### config.mk
export PLATFORM = sky130hd
export DESIGN_NAME = copy_engine_ctrl
export DESIGN_NICKNAME = d
export VERILOG_FILES = /design/src/rtl/copy_engine_ctrl.sv
export SDC_FILE = /design/constraint.sdc
export NUM_CORES = 1
export LEC_CHECK = 0
export CAP_MARGIN = 20
export CORE_AREA = 2 2 171 173
export DETAILED_ROUTE_END_ITERATION = 16
export DIE_AREA = 0 0 173 175
export PLACE_DENSITY = 0.8
export RECOVER_POWER = 100
export SYNTH_ARGS = -nofsm -noshare
export SYNTH_HDL_FRONTEND = slang
export SYNTH_SLANG_ARGS = --single-unit
### constraint.sdc
create_clock -name clk -period 30.1 [get_ports clk]
set_clock_uncertainty 0.05 [all_clocks]
set_input_delay 6.02 -clock clk [delete_from_list [all_inputs] [get_ports clk]]
set_output_delay 6.02 -clock clk [all_outputs]
set_load 0.03 [all_outputs]
### src/rtl/copy_engine_ctrl.sv
// copy_engine_ctrl: control plane of a cache-line copy engine.
// Accepts MMIO configuration and commands and issues cache-line reads from src.
// Each read response produces one write to dst at the same line index.
// When all lines are written, the engine issues one completion (DSM) write to
// dsm_base+1 and raises done.
//
// Ports:
//   clk, reset            clock, asynchronous active-high reset
//   csr_wr_*              MMIO writes: 0x110 dsm_base, 0x120 src, 0x128 dst,
//                         0x130 num_lines, 0x138 CTL
//   c0_almfull/c1_almfull read / write request channel back-pressure
//   rd_req_*, rd_rsp_*    read request issue and read response
//   wr_req_*, wr_rsp_valid write request issue and write response
//   busy, done            transfer in progress / completion written
//   perf_cycles           (only with COPY_CTRL_PERF_CNT_EN) active-cycle counter
//
// Optional feature macro: COPY_CTRL_PERF_CNT_EN.
module copy_engine_ctrl #(
    parameter int unsigned MAX_OUTSTANDING = 64
) (
    input  logic        clk,
    input  logic        reset,
    input  logic        csr_wr_valid,
    input  logic [15:0] csr_wr_addr,
    input  logic [63:0] csr_wr_data,
    input  logic        c0_almfull,
    input  logic        c1_almfull,
    output logic        rd_req_valid,
    output logic [41:0] rd_req_addr,
    output logic [15:0] rd_req_mdata,
    input  logic        rd_rsp_valid,
    input  logic [15:0] rd_rsp_mdata,
    output logic        wr_req_valid,
    output logic [41:0] wr_req_addr,
    output logic [15:0] wr_req_mdata,
    output logic        wr_req_dsm,
    input  logic        wr_rsp_valid,
    output logic        busy,
    output logic        done
`ifdef COPY_CTRL_PERF_CNT_EN
    ,
    output logic [31:0] perf_cycles
`endif
);

    localparam int unsigned OW = $clog2(MAX_OUTSTANDING) + 1;
    localparam int unsigned CW = 17;
    localparam logic [CW-1:0] MAX_LINES = 17'h10000;

    typedef enum logic [2:0] {
        S_HELD, S_IDLE, S_RUN, S_DRAIN, S_DSM, S_WAIT_DSM, S_DONE
    } state_t;

    state_t        r_state;
    state_t        w_state_nxt;
    logic [41:0]   r_dsm_base;
    logic [41:0]   r_src;
    logic [41:0]   r_dst;
    logic [CW-1:0] r_num_lines;
    logic [CW-1:0] r_issued;
    logic [OW-1:0] r_outstanding;
    logic [CW-1:0] r_wr_issued;
    logic [CW-1:0] r_wr_rsp_cnt;
    logic          r_rd_req_valid;
    logic [41:0]   r_rd_req_addr;
    logic [15:0]   r_rd_req_mdata;
    logic          r_wr_req_valid;
    logic [41:0]   r_wr_req_addr;
    logic [15:0]   r_wr_req_mdata;
    logic          r_wr_req_dsm;
    logic          r_busy;
    logic          r_done;

    // Command decode; CTL writes are honoured even while busy
    logic        w_ctl_wr;
    logic [31:0] w_ctl_val;
    logic        w_cmd_hold, w_cmd_enable, w_cmd_start, w_cmd_drain, w_clr;
    logic        w_cfg_wr, w_rsp_active, w_rd_issue, w_rd_rsp, w_wr_rsp, w_dsm_issue;
    logic        w_unused_data;

    assign w_ctl_wr     = csr_wr_valid && (csr_wr_addr == 16'h0138);
    assign w_ctl_val    = csr_wr_data[31:0];
    assign w_cmd_hold   = w_ctl_wr && (w_ctl_val == 32'd0);
    assign w_cmd_enable = w_ctl_wr && (w_ctl_val == 32'd1) && (r_state == S_HELD);
    assign w_cmd_start  = w_ctl_wr && (w_ctl_val == 32'd3) &&
                          ((r_state == S_IDLE) || (r_state == S_DONE));
    assign w_cmd_drain  = w_ctl_wr && (w_ctl_val == 32'd7) && (r_state == S_RUN);
    assign w_clr        = w_cmd_hold || w_cmd_start;
    assign w_cfg_wr     = csr_wr_valid && !r_busy;
    assign w_unused_data = ^csr_wr_data[63:48];

    // Responses only matter while a copy is in flight; a hold command cancels this cycle's work
    assign w_rsp_active = (r_state == S_RUN) || (r_state == S_DRAIN);
    assign w_rd_issue   = (r_state == S_RUN) && (r_issued < r_num_lines) && !c0_almfull &&
                          !c1_almfull && (r_outstanding < OW'(MAX_OUTSTANDING)) && !w_cmd_hold;
    assign w_rd_rsp     = rd_rsp_valid && w_rsp_active && !w_cmd_hold;
    assign w_wr_rsp     = wr_rsp_valid && w_rsp_active && !w_cmd_hold;
    assign w_dsm_issue  = (r_state == S_DSM) && !c1_almfull && !w_cmd_hold;

    // Next-state selection: commands first, then protocol progress
    always_comb begin
        w_state_nxt = r_state;
        if (w_cmd_hold) begin
            w_state_nxt = S_HELD;
        end else if (w_cmd_enable) begin
            w_state_nxt = S_IDLE;
        end else if (w_cmd_start) begin
            w_state_nxt = S_RUN;
        end else if (w_cmd_drain) begin
            w_state_nxt = S_DRAIN;
        end else begin
            case (r_state)
                S_RUN:      if (r_wr_rsp_cnt == r_num_lines) w_state_nxt = S_DSM;
                S_DRAIN:    if ((r_outstanding == '0) && (r_wr_rsp_cnt == r_wr_issued))
                                w_state_nxt = S_IDLE;
                S_DSM:      if (!c1_almfull) w_state_nxt = S_WAIT_DSM;
                S_WAIT_DSM: if (wr_rsp_valid) w_state_nxt = S_DONE;
                default:    ;
            endcase
        end
    end

    // State, counters, configuration and registered request outputs
    always_ff @(posedge clk or posedge reset) begin
        if (reset) begin
            r_state        <= S_HELD;
            r_dsm_base     <= '0;
            r_src          <= '0;
            r_dst          <= '0;
            r_num_lines    <= '0;
            r_issued       <= '0;
            r_outstanding  <= '0;
            r_wr_issued    <= '0;
            r_wr_rsp_cnt   <= '0;
            r_rd_req_valid <= 1'b0;
            r_rd_req_addr  <= '0;
            r_rd_req_mdata <= '0;
            r_wr_req_valid <= 1'b0;
            r_wr_req_addr  <= '0;
            r_wr_req_mdata <= '0;
            r_wr_req_dsm   <= 1'b0;
            r_busy         <= 1'b0;
            r_done         <= 1'b0;
        end else begin
            r_state <= w_state_nxt;
            r_busy  <= (w_state_nxt == S_RUN) || (w_state_nxt == S_DRAIN) ||
                       (w_state_nxt == S_DSM) || (w_state_nxt == S_WAIT_DSM);
            r_done  <= (w_state_nxt == S_DONE);

            if (w_cfg_wr) begin
                case (csr_wr_addr)
                    16'h0110: r_dsm_base <= 42'(csr_wr_data[31:6]);
                    16'h0120: r_src      <= csr_wr_data[47:6];
                    16'h0128: r_dst      <= csr_wr_data[47:6];
                    16'h0130: r_num_lines <= (csr_wr_data[31:0] > 32'h0001_0000) ?
                                             MAX_LINES : csr_wr_data[16:0];
                    default:  ;
                endcase
            end

            if (w_clr) begin
                r_issued      <= '0;
                r_outstanding <= '0;
                r_wr_issued   <= '0;
                r_wr_rsp_cnt  <= '0;
            end else begin
                if (w_rd_issue) r_issued <= r_issued + 1'b1;
                case ({w_rd_issue, w_rd_rsp})
                    2'b10:   r_outstanding <= r_outstanding + 1'b1;
                    2'b01:   if (r_outstanding != '0) r_outstanding <= r_outstanding - 1'b1;
                    default: ;
                endcase
                if (w_rd_rsp) r_wr_issued  <= r_wr_issued + 1'b1;
                if (w_wr_rsp) r_wr_rsp_cnt <= r_wr_rsp_cnt + 1'b1;
            end

            r_rd_req_valid <= w_rd_issue;
            if (w_rd_issue) begin
                r_rd_req_addr  <= r_src + 42'(r_issued);
                r_rd_req_mdata <= r_issued[15:0];
            end

            // Copy writes ignore c1_almfull; only the DSM write waits for it
            r_wr_req_valid <= w_rd_rsp || w_dsm_issue;
            if (w_rd_rsp) begin
                r_wr_req_addr  <= r_dst + 42'(rd_rsp_mdata);
                r_wr_req_mdata <= rd_rsp_mdata;
                r_wr_req_dsm   <= 1'b0;
            end else if (w_dsm_issue) begin
                r_wr_req_addr  <= r_dsm_base + 42'd1;
                r_wr_req_mdata <= 16'hFFFF;
                r_wr_req_dsm   <= 1'b1;
            end
        end
    end

    assign rd_req_valid = r_rd_req_valid;
    assign rd_req_addr  = r_rd_req_addr;
    assign rd_req_mdata = r_rd_req_mdata;
    assign wr_req_valid = r_wr_req_valid;
    assign wr_req_addr  = r_wr_req_addr;
    assign wr_req_mdata = r_wr_req_mdata;
    assign wr_req_dsm   = r_wr_req_dsm;
    assign busy         = r_busy;
    assign done         = r_done;

`ifdef COPY_CTRL_PERF_CNT_EN
    // Saturating count of cycles spent moving data or completing
    logic [31:0] r_perf_cycles;

    always_ff @(posedge clk or posedge reset) begin
        if (reset) begin
            r_perf_cycles <= '0;
        end else if (w_cmd_start) begin
            r_perf_cycles <= '0;
        end else if (((r_state == S_RUN) || (r_state == S_DSM) || (r_state == S_WAIT_DSM)) &&
                     (r_perf_cycles != 32'hFFFF_FFFF)) begin
            r_perf_cycles <= r_perf_cycles + 32'd1;
        end
    end

    assign perf_cycles = r_perf_cycles;
`else
    // No performance counter in this build
`endif

endmodule

==> results.toml, run 1 <==
[synth]
synthFlopType = "dfrtp_1"
synthCells = 1593
syn_nets = 1757
ys_seq_area_frac = 0.4767
synth_enable_flop_cells = 0
ys_ff_latch = 309
ys_types = 67
syn-cell-area_um2 = 16220
synth_area_per_cell_um2 = 10.18
synth-async-reset-ratio = 1.000
yosys_warnings = 0

[job]
max_cap_viol_count = 10

[final_layout]
antenna_cells = 0
drive_above_1_share = 0.09774
area_growth_pct = 21.58
final_util = 0.6945
final_nets = 1953

[cts]
cts_buffer_depth = 3
cts_setup_buffers = 0
cts_hold_buffers = 0
clockRootBuffer = "clkbuf_16"
cts_max_level = 2
cts_tree = "yes"
clk_latency_ns = 0.52
post_cts_resized = 0
clk_transition_reported_paths_ns = 0.05
numCtsBuffers = 35
cts.sinks = 309

[worst_setup_path]
r2r_start = "r_issued[7]"
cp_data_required_time_ns = 29.78
reg2reg_slack_ns = 25.33
crit_fanout = 120
r2r-end = "r_issued[7]"
crit_arrival_ns = 16.32
cp-start-kind = "input port"
ff2ff_path_depth = 11
path_class = "input port to async pin"
worstSetupEndpointType = "async pin"

[route]
via_per_inst = 5.924
first_pass_iters = 5
vias = 13000
drc = 0
drt-total-wl_um = 42460
final_antenna_net_count = 0
drtIter0Drc = 1130
wl_per_cell_um = 19.34

[sta]
fmax_ghz = 0.06011
worstMarginPinSlew_ns = 6.454
setup_tns_ns = 0
hold_violations = 0
setup_viol = 0
finalMaxSlewViolations = 550
rsz0062_at_grt = "false"
period_share = 0.5527
period_needed_ns = 16.64
maxSlewHeadroom = -3.303

[placement]
place.gp.congestion = 0.8852
hpwl_um = 29980
numPortBuffers = 207

[grt]
grt_antenna_before_repair = 0
grt_usage = 0.2795
grt_max_degree = 159
grt_overflow = 0
grt_first_pass_wirelength_um = 68180
grt_pass1_vias = 13050

[pwr]
powerDensity_nw_per_um2 = 45.24
ir_drop_uv = 38.13
total_leakage_power_uw = 0.009212

[min_path]
hold_class = "flip-flop to flip-flop"
hold_start = "rd_req_mdata[9]"
min_to = "rd_req_mdata[9]"
hold_depth = 2

[run_status]
failed_checks = "max-capacitance violations, max-slew violations"
outcome = "complete, but fails checks"

[die]
fp-row-count = 62
fp.dieH_um = 175
coreArea_um2 = 28390
start_util = 0.5713
die_x_um = 173
die_area_um2 = 30280
ioPinCount = 224
==> state kept, by name, summed over array words and instances, names as in the netlist, 3 cells and up <==
signal	flops
r_state	3
r_wr_rsp_cnt	17
r_issued	17
wr_req_addr	42
r_dst	42
r_dsm_base	26
r_outstanding	7
r_wr_issued	17
r_num_lines	17
rd_req_mdata	16
rd_req_addr	42
wr_req_mdata	16
r_src	42
==> stage by stage <==
stage          worst slack (ns)  cells  instance area (um^2)  hold slack (ns)  power, uW
5_1_grt                   11.40   2195                 19720           0.4439      920.4
3_3_place_gp              19.20   2132                 18600           0.3991      473.3
3_5_place_dp              19.10   2132                 18600           0.4049      473.6
6_report                  13.46   2195                 19720           0.4056      892.0
2_1_floorplan             15.49   1593                 16220           0.4349      446.5
4_1_cts                   19.55   2191                 19750           0.4170      900.0
==> cell usage in the layout, fill, tap and decap left out, types with 9 or more instances in the layout <==
| master | n |
|---|---|
| a22o_1 | 16 |
| nand4_1 | 26 |
| nand3_1 | 49 |
| mux2_2 | 107 |
| inv_1 | 40 |
| clkbuf_1 | 19 |
| ha_1 | 58 |
| xor2_1 | 86 |
| xnor2_1 | 92 |
| and2_1 | 9 |
| and3_1 | 29 |
| or3_1 | 9 |
| a21o_1 | 22 |
| nor2_1 | 104 |
| nand2_1 | 218 |
| o22a_1 | 15 |
| clkbuf_16 | 37 |
| o21ai_0 | 106 |
| dfrtp_1 | 309 |
| o211ai_1 | 18 |
| nor4_1 | 19 |
| clkdlybuf4s50_1 | 82 |
| dlygate4sd3_1 | 125 |
| and4_1 | 12 |
| nor2b_1 | 9 |
| a21oi_1 | 48 |
| nor3_1 | 25 |
==> final cells by class <==
type	count	area [um^2]
fill	2163	8673
clock inverter	6	88.84
clock buffer	53	1066
inverter	41	155.1
tap	384	480.5
multi-input combinational	1180	8053
sequential	309	7732
timing repair buffer	222	2143
==> power by group <==
| part | internal (uW) | switching (uW) | total, uW | leakage [uW] |
|---|---|---|---|---|
| Combinational | 18.0 | 26.3 | 44.3 | 0.00446 |
| Sequential | 418 | 2.04 | 420 | 0.00418 |
| Clock | 261 | 166 | 427 | 0.000565 |
==> cell usage after synthesis (4+ instances only) <==
master	instances	share of area
dfrtp_1	309	0.48
nand2_1	219	0.051
mux2_2	107	0.074
nor2_1	103	0.024
o21ai_0	103	0.032
xnor2_1	92	0.050
xor2_1	86	0.046
ha_1	58	0.045
nand3_1	49	0.015
a21oi_1	48	0.015
clkbuf_1	42	0.0097
inv_1	40	0.0093
and3_1	29	0.011
nand4_1	26	0.010
nor3_1	25	0.0077
a21o_1	22	0.010
nor4_1	19	0.0073
o211ai_1	18	0.0083
a22o_1	16	0.0086
o22a_1	15	0.0081
and4_1	12	0.0065
buf_2	11	0.0034
and2_1	10	0.0039
nor2b_1	9	0.0035
or3_1	9	0.0035
mux2i_1	8	0.0049
nand2b_1	8	0.0031
nor4b_1	7	0.0038
a211oi_1	6	0.0028
buf_4	6	0.0028
a31oi_1	5	0.0019
nor3b_1	5	0.0023
o31ai_1	5	0.0023
a22oi_1	4	0.0019
o21a_1	4	0.0019
or2_2	4	0.0015
==> logic make-up after synthesis <==
kind of cell / share of synthesized area
DFF: 0.4767
xor gates and xnor gates: 0.09612
adders and majority gates: 0.04845
muxes: 0.07923
AOI/OAI and AO/OA: 0.1116
and+or+nand+nor: 0.1601
buffers and inverters: 0.02769
==> metal layers <==
layer	routed length, um	share of wire	GRT usage	up-vias
li1	-	-	-	5995
met5	0	0	0	-
met4	1435	0.034	0.1042	0
met2	21070	0.50	0.4733	434
met3	2272	0.054	0.03938	91
met1	17680	0.42	0.3679	6483
==> worst max-delay path by stage <==
| stage | startpoint | to | depth (start not counted) |
|---|---|---|---|
| after floorplan | reset | busy | 1 |
| after global placement | csr_wr_data[11] | wr_req_addr[16] | 11 |
| after detailed placement | csr_wr_data[11] | wr_req_addr[16] | 11 |
| after CTS | csr_wr_data[11] | wr_req_addr[16] | 11 |
| after global routing | reset | r_dsm_base[4] | 5 |
| final | reset | r_dsm_base[4] | 5 |
==> critical path, stage by stage <==
cell and delay, ns:
dlygate4sd3_1 0.55, clkinvlp_2 1.02, clkbuf_1 4.56, clkbuf_1 1.23, clkbuf_1 2.76
Power figures use the tool's default switching activity.
==> run 2, diff against run 1 <==
- CORE_AREA: 2 2 171 173 -> 2 2 184 186
- DIE_AREA: 0 0 173 175 -> 0 0 186 188
- PLACE_DENSITY: 0.8 -> 0.73
- clock period: 30.1 -> 13.95 ns (I/O delays scaled with it)
==> results.toml, run 2 (synthesis results as in run 1) <==
[grt]
grtUsageMet1 = 0.3262
gr-usage-met2 = 0.3926
busiest_layer = "met2"
use_met3 = 0.04622
grt_usage = 0.2434
grt_overflow = 0
grt_first_pass_wirelength_um = 67270
grt_antenna_before_repair = 4
grt_pass1_vias = 12730
grt_max_degree = 188

[final_layout]
layout_common_cells = "dfrtp_1 (309), nand2_1 (218), dlygate4sd3_1 (124)"
final_common_cell = "dfrtp_1"
fillers = 2752
area_growth_pct = 22.00
final_nets = 1950
drive_above_1_share = 0.09845

[die]
ioPinCount = 224
fp.dieH_um = 188
fp-row-count = 67
start_util = 0.4898
die_x_um = 186
die_area_um2 = 34970
coreArea_um2 = 33110

[route]
first_pass_iters = 5
via_per_inst = 5.623
final_antenna_net_count = 0
drc = 0
vias = 12710
drt-total-wl_um = 42210
wl_per_cell_um = 18.68
drtIter0Drc = 841

[worst_setup_path]
ff2ff_path_depth = 11
cp-start-kind = "input port"
crit_arrival_ns = 8.66
crit_start = "csr_wr_data[24]"
cp-endpoint = "wr_req_addr[16]"
worstSetupEndpointType = "flip-flop"
cp_data_required_time_ns = 14.30
slowest_stage = "clkbuf_1"
reg2reg_slack_ns = 9.34
r2r_start = "r_issued[4]"
worstPathCellList = "clkdlybuf4s50_1, nor4_1, nand4_1, nor4_1, nor2b_1, nor3_4, clkbuf_1, nor2_2, clkbuf_1, inv_1, o22ai_1, a21oi_1"
slowest_delay_ns = 0.94
r2r-end = "r_issued[7]"
path_class = "input port to flip-flop"
crit_fanout = 43

[pwr]
ir_drop_uv = 74.49
powerDensity_nw_per_um2 = 96.71
total_leakage_power_uw = 0.009206

[sta]
worstMarginPinSlew_ns = 5.436
period_needed_ns = 8.313
holdWs_ns = 0.4071
timing.final.ws_setup_ns = 5.637
maxSlewHeadroom = -2.644
rsz0062_at_grt = "false"
period_share = 0.5959
finalMaxSlewViolations = 427
setup_viol = 0
setup_tns_ns = 0
hold_violations = 0
fmax_ghz = 0.1203

[placement]
numPortBuffers = 207
place.gp.congestion = 0.8564
hpwl_um = 29970
post-place-ws_ns = 6.466

[min_path]
hold_class = "flip-flop to flip-flop"

[cts]
numCtsBuffers = 35
cts_tree = "yes"
clk_transition_reported_paths_ns = 0.06
cts_max_level = 2
clockRootBuffer = "clkbuf_16"
cts.sinks = 309
cts_setup_buffers = 0
cts_hold_buffers = 0
cts_buffer_depth = 3
clk_latency_ns = 0.52
post_cts_resized = 0

[run_status]
failed_checks = "max-capacitance violations, max-slew violations"
outcome = "complete, but fails checks"

[job]
max_cap_viol_count = 8
-- run 2: cell type report --
type                    instances  area, um^2  share of cell area
multi-input cells            1180        8051              0.4069
flip-flops and latches        309        7732              0.3908
repair buffers                219        2152              0.1088
clock buffers                  52        1032             0.05217
well taps                     448       560.5             0.02833
inverters                      41       155.1            0.007841
clock inverters                 7       93.84            0.004742
diodes                          4       10.01           0.0005058
-- run 2: critical path: cells and delay by family --
kind            cells  cell delay (ns)
compound gates      2             0.40
simple gates        6             2.54
buf+inv             4             2.90
-- run 2: layer usage --
layer	part of all wire	routed length, um	up-vias
li1	-	-	5996
met1	0.43	18290	6259
met2	0.48	20110	369
met3	0.059	2485	85
met4	0.031	1329	0
met5	0	0	-
-- run 2: metrics by stage --
step,power [uW],cell area [um^2],cells,util
4_1_cts,1929,19810,2254,0.5984
3_5_place_dp,1022,18690,2195,0.5644
6_report,1914,19790,2260,0.5976
3_3_place_gp,1021,18690,2195,0.5644
2_1_floorplan,963.4,16220,1593,-
5_1_grt,1968,19780,2258,0.5974
-- run 2: power breakdown --
part / switching, uW / total (uW) / internal [uW]
Sequential: 4.49 / 907 / 903
Combinational: 55.8 / 95.2 / 39.4
Clock: 362 / 911 / 549
Total: 423 / 1910 / 1490
-- run 2: worst min path at each step --
stage	end	depth (start not counted)	from
2_1_floorplan	r_dst[4]	1	r_dst[4]
3_3_place_gp	rd_req_mdata[7]	2	rd_req_mdata[7]
3_5_place_dp	rd_req_mdata[2]	2	rd_req_mdata[2]
4_1_cts	rd_req_mdata[2]	2	rd_req_mdata[2]
5_1_grt	rd_req_addr[3]	2	rd_req_addr[3]
6_report	rd_req_mdata[2]	2	rd_req_mdata[2]
==> run 3, diff against run 2 <==
- CORE_AREA: 2 2 184 186 -> 2 2 174 176
- DIE_AREA: 0 0 186 188 -> 0 0 176 178
- PLACE_DENSITY: 0.73 -> 0.77
- clock period: 13.95 -> 7.65 ns (I/O delays scaled with it)
==> results.toml, run 3 (synthesis results as in run 1) <==
[cts]
numCtsBuffers = 35
cts_buffer_depth = 3
cts_tree = "yes"
cts_setup_buffers = 0
clk_latency_ns = 0.51
cts_hold_buffers = 0
cts_max_level = 2
post_cts_resized = 0
cts.sinks = 309
clockRootBuffer = "clkbuf_16"
clk_transition_reported_paths_ns = 0.06

[final_layout]
final_common_cell = "dfrtp_1"
layout_common_cells = "dfrtp_1 (309), nand2_1 (218), dlygate4sd3_1 (124)"
drive_above_1_share = 0.09762
area_growth_pct = 20.97
final_nets = 1952
final_cell_area_um2 = 19620
final_util = 0.6673

[job]
max_cap_viol_count = 8

[die]
fp-row-count = 63
ioPinCount = 224
start_util = 0.5516
coreArea_um2 = 29400
die_x_um = 176
fp.dieH_um = 178
die_area_um2 = 31330

[sta]
setup_tns_ns = 0
worstMarginPinSlew_ns = 2.743
setup_viol = 0
hold_violations = 0
period_needed_ns = 6.153
maxSlewHeadroom = -0.8324
rsz0062_at_grt = "false"
finalMaxSlewViolations = 260
timing.final.ws_setup_ns = 1.497
period_share = 0.8044
fmax_ghz = 0.1625

[route]
drc = 0
final_antenna_net_count = 0
wl_per_cell_um = 19.32
first_pass_iters = 5
dr_wl_met2_um = 20690
via_per_inst = 5.862
vias = 12870
wl_met1_um = 17440
drt-total-wl_um = 42420
wl_met3_um = 2630
drtIter0Drc = 1029
top_layer = "met4"

[worst_setup_path]
slowest_delay_ns = 1.98
ff2ff_path_depth = 8
crit_family = "compound AO/OA/AOI/OAI gates"
worstSetupEndpointType = "flip-flop"
cpMostUsedCell = "or4_1"
path_buf_inv = 3
slowest_stage = "a21boi_1"
path_class = "input port to flip-flop"
path_depth = 9
crit_arrival_ns = 6.47
crit_fanout = 33
cp-start-kind = "input port"
worstPathCellList = "dlygate4sd3_1, or4_1, or4_1, or3b_1, a21boi_1, buf_4, inv_1, nand2_1, mux2i_1"
cp_data_required_time_ns = 7.97

[placement]
place.gp.congestion = 0.8924
place_area_um2 = 18640
numPortBuffers = 207
hpwl_um = 30520
post-place-ws_ns = 1.984

[grt]
grt_first_pass_wirelength_um = 68540
grt_pass1_vias = 13160
grt_max_degree = 178
grt_usage = 0.2764
grt_overflow = 0
grt_antenna_before_repair = 2

[min_path]
hold_depth = 2
hold_class = "flip-flop to flip-flop"

[run_status]
failed_checks = "max-capacitance violations, max-slew violations"
outcome = "complete, but fails checks"

[pwr]
powerDensity_nw_per_um2 = 172.4
total_leakage_power_uw = 0.009188
ir_drop_uv = 150.8
==> run 3: changes by cell type in the layout (fill, tap and decap cells not counted), sizes merged <==
cell and delta:
buf +4, bufinv -2, clkbuf -4, clkinv -2, clkinvlp -1, diode -2
==> run 3: path summary, 6_finish.rpt <==
check | from | to | slack (ns)
min reg2reg | rd_req_mdata[7] | rd_req_mdata[7] | 0.41
max reg2reg | r_state[0] | r_issued[13] | 3.48
min | rd_req_mdata[7] | rd_req_mdata[7] | 0.41
max in group asynchronous | reset | rd_req_addr[3] | 3.21
min in group asynchronous | reset | wr_req_mdata[14] | 1.46
max | csr_wr_data[11] | r_issued[13] | 1.50
==> run 3: layout make-up <==
type	instances	area (um^2)
fill	2274	9782
sequential	309	7732
antenna	2	5.005
multi-input combinational	1180	8023
clock buffer	50	1022
inverter	41	155.1
tap	390	488.0
clock inverter	2	13.76
timing repair buffer	221	2181
==> run 3: metal layers <==
layer | up-vias | track usage
li1 | 5984 | -
met4 | 0 | 0.1157
met2 | 407 | 0.4616
met3 | 107 | 0.05115
met5 | - | 0
met1 | 6368 | 0.3563
==> run 3: tightest hold or removal path, cell delays in order (launching register included) <==
cell and delay (ns):
dfrtp_1 0.33, nand2_1 0.05, nand2_1 0.05
==> run 3: power breakdown <==
group          switching, uW  internal [uW]
Combinational            103           71.8
Sequential              8.40           1650
Clock                    637            916
Total                    748           2630
==> run 3: metrics by stage <==
| step | std cells | total power, uW | hold WS, ns |
|---|---|---|---|
| CTS | 2192 | 3413 | 0.4256 |
| floorplan | 1593 | 1757 | 0.4349 |
| finish | 2195 | 3383 | 0.4117 |
| global placement | 2139 | 1862 | 0.3989 |
| detailed placement | 2140 | 1864 | 0.4075 |
| global route | 2194 | 3495 | 0.4358 |
